--- config.mk ---
export PLATFORM = sky130hd
export DESIGN_NAME = sar_controller
export DESIGN_NICKNAME = d
export VERILOG_FILES = /design/src/rtl/sar_pkg.sv /design/src/rtl/sar_settle_timer.sv /design/src/rtl/sar_controller.sv
export SDC_FILE = /design/constraint.sdc
export NUM_CORES = 1
export LEC_CHECK = 0
export ABC_AREA = 1
export CAP_MARGIN = 20
export CORE_MARGIN = 3
export CORE_UTILIZATION = 45
export DETAILED_ROUTE_END_ITERATION = 12
export PLACE_DENSITY = 0.76
export SYNTH_ARGS = -nofsm -noshare
export SYNTH_HDL_FRONTEND = slang
export SYNTH_SLANG_ARGS = --single-unit
--- constraint.sdc ---
create_clock -name clk -period 1.49 [get_ports clk]
set_input_delay 0.298 -clock clk [delete_from_list [all_inputs] [get_ports clk]]
set_output_delay 0.298 -clock clk [all_outputs]
set_load 0.05 [all_outputs]
--- src/rtl/sar_pkg.sv ---
`default_nettype none
// ============================================================================
// Module      : sar_pkg
// Description : Shared types and constants for the SAR conversion controller:
//               one-hot state encoding, settle-counter width and index-width
//               helper.
// Revision    : 1.0 - initial release
// ============================================================================
package sar_pkg;

  localparam int STATE_W = 5;
  // Wide enough for the largest settle preload (SETTLE_CYCLES-1 = 14).
  localparam int CNT_W   = 4;

  typedef enum logic [STATE_W-1:0] {
    ST_IDLE   = 5'b00001,
    ST_SET    = 5'b00010,
    ST_SETTLE = 5'b00100,
    ST_DECIDE = 5'b01000,
    ST_DONE   = 5'b10000
  } sar_state_t;

  // Width of the bit-under-test index; never narrower than one bit.
  function automatic int idx_width(input int w);
    return (w > 2) ? $clog2(w) : 1;
  endfunction

endpackage
`default_nettype wire

--- src/rtl/sar_settle_timer.sv ---
`default_nettype none
// ============================================================================
// Module      : sar_settle_timer
// Description : Loadable down-counter with a zero flag. Load wins over
//               decrement; the count saturates at zero.
// Revision    : 1.0 - initial release
// ============================================================================
module sar_settle_timer #(
  parameter int CNT_W = 4
) (
  input  logic             clk,
  input  logic             reset,
  input  logic             enable_i,
  input  logic             load_i,
  input  logic [CNT_W-1:0] load_val_i,
  input  logic             dec_i,
  output logic             zero_o
);

  logic [CNT_W-1:0] cnt_q;
  logic [CNT_W-1:0] cnt_d;

  // Next count: preload, decrement towards zero, or hold.
  always_comb begin
    cnt_d = cnt_q;
    if (load_i) begin
      cnt_d = load_val_i;
    end else if (dec_i && (cnt_q != '0)) begin
      cnt_d = cnt_q - CNT_W'(1);
    end
  end

  // Count register, advancing only on enabled ticks.
  always_ff @(posedge clk) begin
    if (reset) begin
      cnt_q <= '0;
    end else if (enable_i) begin
      cnt_q <= cnt_d;
    end
  end

  assign zero_o = (cnt_q == '0);

endmodule
`default_nettype wire

--- src/rtl/sar_controller.sv ---
`default_nettype none
// ============================================================================
// Module      : sar_controller
// Description : N-bit successive-approximation controller. Drives the R2R
//               DAC trial code, waits a programmable settle time per bit,
//               samples the comparator, and publishes the result with a
//               start/busy/done handshake and abort.
// Revision    : 1.0 - initial release
// ============================================================================
module sar_controller
  import sar_pkg::*;
#(
  parameter int WIDTH         = 8,
  parameter int SETTLE_CYCLES = 2
) (
  input  logic                          clk,
  input  logic                          reset,
  input  logic                          enable,
  input  logic                          start,
  input  logic                          abort,
  input  logic                          comp_in,
  output logic [WIDTH-1:0]              dac_code,
  output logic [WIDTH-1:0]              result,
  output logic                          busy,
  output logic                          done,
  output logic [idx_width(WIDTH)-1:0]   bit_index,
  output logic [STATE_W-1:0]            current_state
);

  localparam int IDX_W = idx_width(WIDTH);
  // SET preloads SETTLE_CYCLES-1 so SETTLE lasts exactly SETTLE_CYCLES ticks.
  localparam int SETTLE_LOAD = (SETTLE_CYCLES > 0) ? (SETTLE_CYCLES - 1) : 0;
  localparam logic [CNT_W-1:0] SETTLE_LOAD_V = CNT_W'(SETTLE_LOAD);
  localparam logic [IDX_W-1:0] IDX_MSB       = IDX_W'(WIDTH - 1);

  sar_state_t       state_q, state_d;
  logic [WIDTH-1:0] sar_q, sar_d;
  logic [WIDTH-1:0] result_q, result_d;
  logic [IDX_W-1:0] idx_q, idx_d;
  logic             tmr_load;
  logic             tmr_dec;
  logic             tmr_zero;
  logic             in_conv;

  sar_settle_timer #(
    .CNT_W (CNT_W)
  ) u_settle_timer (
    .clk        (clk),
    .reset      (reset),
    .enable_i   (enable),
    .load_i     (tmr_load),
    .load_val_i (SETTLE_LOAD_V),
    .dec_i      (tmr_dec),
    .zero_o     (tmr_zero)
  );

  assign in_conv = (state_q == ST_SET) || (state_q == ST_SETTLE) ||
                   (state_q == ST_DECIDE);

  // Next-state and datapath decode; abort overrides every busy-state move.
  always_comb begin
    state_d  = state_q;
    sar_d    = sar_q;
    result_d = result_q;
    idx_d    = idx_q;
    tmr_load = 1'b0;
    tmr_dec  = 1'b0;

    case (state_q)
      ST_IDLE: begin
        if (start) begin
          sar_d   = '0;
          idx_d   = IDX_MSB;
          state_d = ST_SET;
        end
      end
      ST_SET: begin
        sar_d[idx_q] = 1'b1;
        tmr_load     = 1'b1;
        state_d      = (SETTLE_CYCLES == 0) ? ST_DECIDE : ST_SETTLE;
      end
      ST_SETTLE: begin
        tmr_dec = 1'b1;
        if (tmr_zero) begin
          state_d = ST_DECIDE;
        end
      end
      ST_DECIDE: begin
        if (!comp_in) begin
          sar_d[idx_q] = 1'b0;
        end
        if (idx_q == '0) begin
          // Capture includes the decision made on this tick.
          result_d = sar_d;
          state_d  = ST_DONE;
        end else begin
          idx_d   = idx_q - IDX_W'(1);
          state_d = ST_SET;
        end
      end
      ST_DONE: begin
        state_d = ST_IDLE;
      end
      default: begin
        state_d = ST_IDLE;
      end
    endcase

    if (abort && in_conv) begin
      state_d  = ST_IDLE;
      sar_d    = '0;
      result_d = result_q;
      idx_d    = idx_q;
    end
  end

  // State and datapath registers; everything holds when enable is low.
  always_ff @(posedge clk) begin
    if (reset) begin
      state_q  <= ST_IDLE;
      sar_q    <= '0;
      result_q <= '0;
      idx_q    <= IDX_MSB;
    end else if (enable) begin
      state_q  <= state_d;
      sar_q    <= sar_d;
      result_q <= result_d;
      idx_q    <= idx_d;
    end
  end

  assign dac_code      = sar_q;
  assign result        = result_q;
  assign busy          = in_conv;
  assign done          = (state_q == ST_DONE);
  assign bit_index     = idx_q;
  assign current_state = state_q;

endmodule
`default_nettype wire

After elaboration in Yosys (flattened, before gate mapping)
Cells that the tools add are included.

word-level totals
  bits in registers = 28
  latch bits = 0
  memory bits (writable) = 0
  memory bits (read-only) = 0
  bits of input ports = 6
  output and inout port bits = 26
  word-level logic and storage cells = 56
  memories = 0

operators by class
  add/subtract/negate cells = 2
  multiply operators = 0
  divide/modulo/power cells = 0
  order comparisons = 2
  equal/unequal tests = 9
  shifts and indexed selects = 0
  mux-type cells = 18
  bitwise gates (word level) = 4
  reductions and logical operators = 16

operators by type and width
  kind                                                                           number
  8-bit two-way mux                                                              3
  8-bit case mux with 3 select lines                                             1
  5-bit two-way mux                                                              4
  5-bit case mux with 4 select lines                                             1
  8-bit bitwise AND                                                              1
  4-bit two-way mux                                                              2
  8-bit NOT                                                                      1
  8-bit OR                                                                       1
  4-bit nonzero test                                                             2
  3-bit two-way mux                                                              2
  3-bit case mux with 2 select lines                                             1
  3-bit AND reduction                                                            2
  5-bit by 1-bit equality test with 1-bit output (second input constant)         1
  5-bit by 2-bit equality test with 1-bit output (second input constant)         1
  5-bit by 3-bit equality test with 1-bit output (second input constant)         1
  5-bit by 4-bit equality test with 1-bit output (second input constant)         1
  5-bit equality test (second input constant)                                    1
  5-bit AND reduction                                                            1
  4-bit logical NOT                                                              1
  3-bit by 4-bit less-than comparator with 1-bit output (second input constant)  1
  2-bit != test (second input constant)                                          2
  4-bit AND reduction                                                            1
  2-bit nonzero test                                                             2
  4-bit by 1-bit subtractor with 4-bit output (second input constant)            1
  other kinds (11)                                                               16

Longest topological paths before layout
  depth after elaboration = 9
  gate-level depth with buffers = 11
  mapped depth without buffers = 10

By module
From an unflattened synthesis, not the netlist that was laid out.

unflattened totals
  cell total of the unflattened synthesis = 277
  area, all modules = 1770.4 um^2

modules (own cells, without submodules)
  module            instances  cells an instance  area an instance (um^2)  sequential area each (um^2)
  sar_controller    1          230                1487.7                   480.5
  sar_settle_timer  1          47                 282.8                    80.1

Worst setup path before layout
No wires, ideal clock.

  path type = flip-flop to output port
  start point = register state_q[4] (netlist: current_state[4])
  end point = output done
  arrival = 2.370 ns
  data required time = 1.192 ns
  setup slack = -1.178 ns
  stages on the path, launching flop included = 3
  path buffers = 0
  cell sequence = dfxtp_1 > inv_1 > nor4_1

on the way
  longest elaborated chain between the ends = 1

ends and longest elaborated chain
  what                    RTL line               text
  from (decl)             sar_controller.sv:36   sar_state_t state_q, state_d;
  from (signal assigned)  sar_controller.sv:125  state_q <= state_d;
  5-bit equality test     sar_controller.sv:135  assign done = (state_q == ST_DONE);
  to (decl)               sar_controller.sv:25   output logic done,

No other way between the ends.

Worst setup path after layout
  start point = register state_q[4] (netlist: current_state[4])
  end point = register idx_q[1] (netlist: bit_index[1])

on the way
  longest elaborated chain between the ends = 6
  elaborated cells on any way between the ends = 13
  those cells by class = eq/ne: 6; mux: 1; bitwise: 1; reduce/logical: 5

ends and longest elaborated chain
  what                                                                                                              RTL line               text
  5-bit by 2-bit equality test with 1-bit output or 5-bit by 3-bit equality test with 1-bit output (tied branches)  sar_controller.sv:57   assign in_conv = (state_q == ST_SET) || (state_q == ST_SETTLE) ||
  1-bit logical OR (2 in series)                                                                                    sar_controller.sv:57
  1-bit logical AND                                                                                                 sar_controller.sv:109  if (abort && in_conv) begin
  1-bit NOT (no line)                                                                                               -
  5-bit AND reduction (no line)                                                                                     -
  to (signal assigned)                                                                                              sar_controller.sv:128  idx_q <= idx_d;
  to (decl)                                                                                                         sar_controller.sv:39   logic [IDX_W-1:0] idx_q, idx_d;

Several ways; a longest one is shown, not always the timed one.
A chain may end at the register's enable or synchronous reset.

==> out/summary.md <==
The worst pin sits at a relative slew slack of 69.9%. Per report_power, the sequential group accounts for 34.9% of the total. The fraction of the cycle the final worst path needs is 105%.

In this design, the critical path's most frequently occurring cell is sky130_fd_sc_hd__nand3_4. Global-route wire length before repair: 8470 um. CTS saw 28 sinks. The library cells used most frequently in the layout, excluding fill and tap cells, are sky130_fd_sc_hd__nand2_1 (66), sky130_fd_sc_hd__nor2_1 (31), sky130_fd_sc_hd__buf_12 (31).

Detail-routed via count per cell: 5.58. During placement, the flow inserted port buffers numbering 31. In this run, synthesis produced a sequential element count of 28. The die is 67.9 um tall. After detailed routing, the average wire length per cell comes to 15.4 um. The deepest level of the CTS H-tree is 1. Of the total power, the clock network draws 17.6%. From synthesis to final layout, the design area changed by 72.1%. Setup violations remaining at the end of the flow were counted as 17. For this configuration, the core starts out at a cell density of 49.0%. Via count of the first global-routing pass: 1942. The tools report the count of nets after finishing as 338.

The repair_antennas step left the layout with diodes totalling 0. The remaining global-route overflow came out at 0. Final critical delay including setup and external delays: 1.57 ns. The highest fanout seen on the critical path came out at 4. Summed over all cells, the static leakage comes to 1.27 nW.

For the floorplan die area, the log shows 0.00461 mm2. For the pin with the worst max-slew slack, the measured transition is 0.451 ns. The clock transition at the registers of the reported paths came out at 0.10 ns. Startpoint kind of the worst setup timing path: a flop. Data on the critical path is required at its endpoint by 1.65 ns.

The worst clock skew came out at 0.00607 ns. The type of the tightest min-delay check is reg -> reg. The final routed DRC violation total is 0, and the biggest cell delay along the critical path is 0.38 ns. The filler cells instantiated in the layout total 205. The areal power density over the cells works out to 909 mW/mm2. Counting every net in the synthesized netlist gives 281. The wire-length estimate of the detail-placed layout is 3380 um. The design internal power is 1.61 mW.

The run gives 26 as the distinct cell type count after synthesis. The initial detailed-routing violation count is 190. For the fmax, the log shows 637 MHz. The first detailed-routing pass took 5 iterations.

In the final layout, the share of cells above drive strength 1 is 38.5%. In this run the clock root is driven by a sky130_fd_sc_hd__clkbuf_8. The final reports fail on setup timing. The hold violation total from the final report was 0; the clock latency at the later pin of the worst-skew pair was 0.28 ns. The kind of capture point of the worst setup path was a flop. Wire length reported by the detailed router: 5750 um.

The run gives 0.00297 mm2 as the final instance area. Across all layers, the routed design uses 2082 vias. TritonCTS built the clock tree.

The flow ran to the end, but the final reports show violations. After detailed placement, the total cell area comes to 0.00255 mm2. Final hold analysis gives a worst-case slack of 0.506 ns. Walking the worst path, the cells encountered are inv_4, buf_4, nand3_2, nand3_4, buf_6, nand2_8, clkbuf_16, nand3_4, nand2_1, nand3_1. The most common library cell in the layout ignoring fill and taps was sky130_fd_sc_hd__nand2_1.

The max-cap check violation count is 0, and the share of total power in combinational logic is 47.5%. The tools report the count of nets left with antenna violations after detail routing as 0. Entering global routing, the biggest net connects 18 pins. The logs give 1.73 ns for the arrival time of the worst setup path and 2 for the maximum root-to-sink buffer count. Overall power consumption after layout is estimated at 2.70 mW. Each instance of the synthesized netlist takes up on average 6.36 um2. The number of enable-type register cells in the synthesized netlist came out at 0.

The kind of cell with the highest combined delay along the critical path is simple AND/OR/NAND/NOR gates. Prior to clock tree synthesis, the placed netlist has a worst setup slack of -0.161 ns. The tools report the setup slack of the critical path after layout as -0.0803 ns. The setup path with the least slack is of type reg -> reg. The slowest cell on the critical path is sky130_fd_sc_hd__dfxtp_4.

In the synthesized netlist the dominant register cell turns out to be sky130_fd_sc_hd__dfxtp_1. The CTS buffer count was 3. For this run, the number of Yosys warnings is 0.

For the routability congestion estimate, the log shows 0.867. The cell count after synthesis was 271; the initial antenna violation count was 0. The worst voltage drop across the vdd grid was 0.578 mV.

The core occupancy in the finished layout is 84.3%, and the fraction of power spent switching nets is 40.3%. In this run the standard cell core region covers 0.00352 mm2. Setup repair after global routing could not meet its margin everywhere. Summing every instance area after synthesis gives 0.00172 mm2. Measured along the x axis, the die boundary spans 67.9 um. The number of ports placed on the die boundary is 32. Row generation in the floorplan step produced 21 rows. The async set or reset register ratio after synthesis works out to 0%.

The number of buffers and inverters on the critical path is 4. Across every metal layer, demand over resource in global routing totals 23.9%. The tools report the final number of max-transition violations as 0. In this run the power spent charging and discharging nets is 1.09 mW. The run gives 32.5% as the part of the Yosys area used for sequential elements.
[routing by layer]
layer,track usage [%],share of wire [%],up-vias
met2,44.5,50,99
met3,2.96,7.4,14
li1,-,-,993
met1,28.1,40,976
met5,0,0,-
met4,7.94,2.6,0
[kinds of logic after synthesis]
family | after synthesis | synth area share [%]
buffers and inverters | 38 | 10.5
xor gates and xnor gates | 1 | 0.508
and+or+nand+nor | 168 | 43.7
adders and majority gates | 4 | 2.90
AOI/OAI and AO/OA | 32 | 9.87
DFF | 28 | 32.5
[power groups by stage]
stage	clock [mW]	combinational [mW]	sequential [mW]
5_1_grt	0.516	1.38	0.954
2_1_floorplan	0	0.466	1.10
3_5_place_dp	0	1.07	0.944
6_report	0.474	1.28	0.942
3_3_place_gp	0	1.05	0.943
4_1_cts	0.478	1.13	0.933
[worst paths after layout]
| kind | from | depth (start not counted) | slack, ns | end |
|---|---|---|---|---|
| hold reg to reg | u_settle_timer.cnt_q[0]$_SDFFE_PP0P_ | 2 | 0.51 | u_settle_timer.cnt_q[0]$_SDFFE_PP0P_ |
| setup reg to reg | current_state[4]$_SDFFE_PP0P_ | 10 | -0.08 | bit_index[1]$_SDFFE_PP1P_ |
| setup / recovery | current_state[4]$_SDFFE_PP0P_ | 10 | -0.08 | bit_index[1]$_SDFFE_PP1P_ |
| hold / removal | u_settle_timer.cnt_q[0]$_SDFFE_PP0P_ | 2 | 0.51 | u_settle_timer.cnt_q[0]$_SDFFE_PP0P_ |
[tightest hold or removal path: stages, from the launching register on]
cell and delay (ns):
sky130_fd_sc_hd__dfxtp_1 0.34, sky130_fd_sc_hd__nand2_1 0.07, sky130_fd_sc_hd__a21oi_1 0.06
[final cells by class]
| class | instances | area [um2] | share of cell area (%) |
|---|---|---|---|
| Multi-Input combinational cell | 206 | 1240 | 41.8 |
| Timing Repair Buffer | 63 | 916 | 30.9 |
| Sequential cell | 28 | 591 | 19.9 |
| Inverter | 26 | 108 | 3.63 |
| Tap cell | 46 | 57.6 | 1.94 |
| Clock buffer | 4 | 55.1 | 1.86 |
[flip-flops by register name, indices dropped and copies added, names as in the netlist]
signal                flops
u_settle_timer.cnt_q      4
dac_code                  8
bit_index                 3
result                    8
current_state             5
[repair_timing]
action	CTS	global route
setup buffers	5	7
hold buffers	0	0
pin swaps	4	21
setup endpoints to repair	14	28
gates resized for setup	12	49
cloned	0	3
hold endpoints to repair	0	0
[per-stage QoR]
step | setup TNS [ns] | instances
CTS | -0.141 | 363
global route | -2.71 | 373
detailed placement | -2.93 | 354
floorplan | -1.40 | 271
finish | -0.588 | 373
global placement | -2.25 | 354
[synth_stat cells, types with 2 or more instances]
library cell,count,share of area (%)
sky130_fd_sc_hd__nand3_2,2,1.2
sky130_fd_sc_hd__o21bai_1,3,1.3
sky130_fd_sc_hd__nand2_4,2,1.3
sky130_fd_sc_hd__nand4_1,10,3.6
sky130_fd_sc_hd__o21ai_0,4,1.2
sky130_fd_sc_hd__clkbuf_1,2,0.44
sky130_fd_sc_hd__nand3_1,29,8.4
sky130_fd_sc_hd__ha_1,4,2.9
sky130_fd_sc_hd__buf_4,3,1.3
sky130_fd_sc_hd__dfxtp_1,28,33
sky130_fd_sc_hd__buf_6,3,2.0
sky130_fd_sc_hd__inv_1,24,5.2
sky130_fd_sc_hd__a21oi_1,23,6.7
sky130_fd_sc_hd__nand2_1,77,17
sky130_fd_sc_hd__nor2_1,42,9.1
sky130_fd_sc_hd__buf_2,4,1.2
sky130_fd_sc_hd__nor2_2,2,0.73
(Power assumes the default switching activity.)
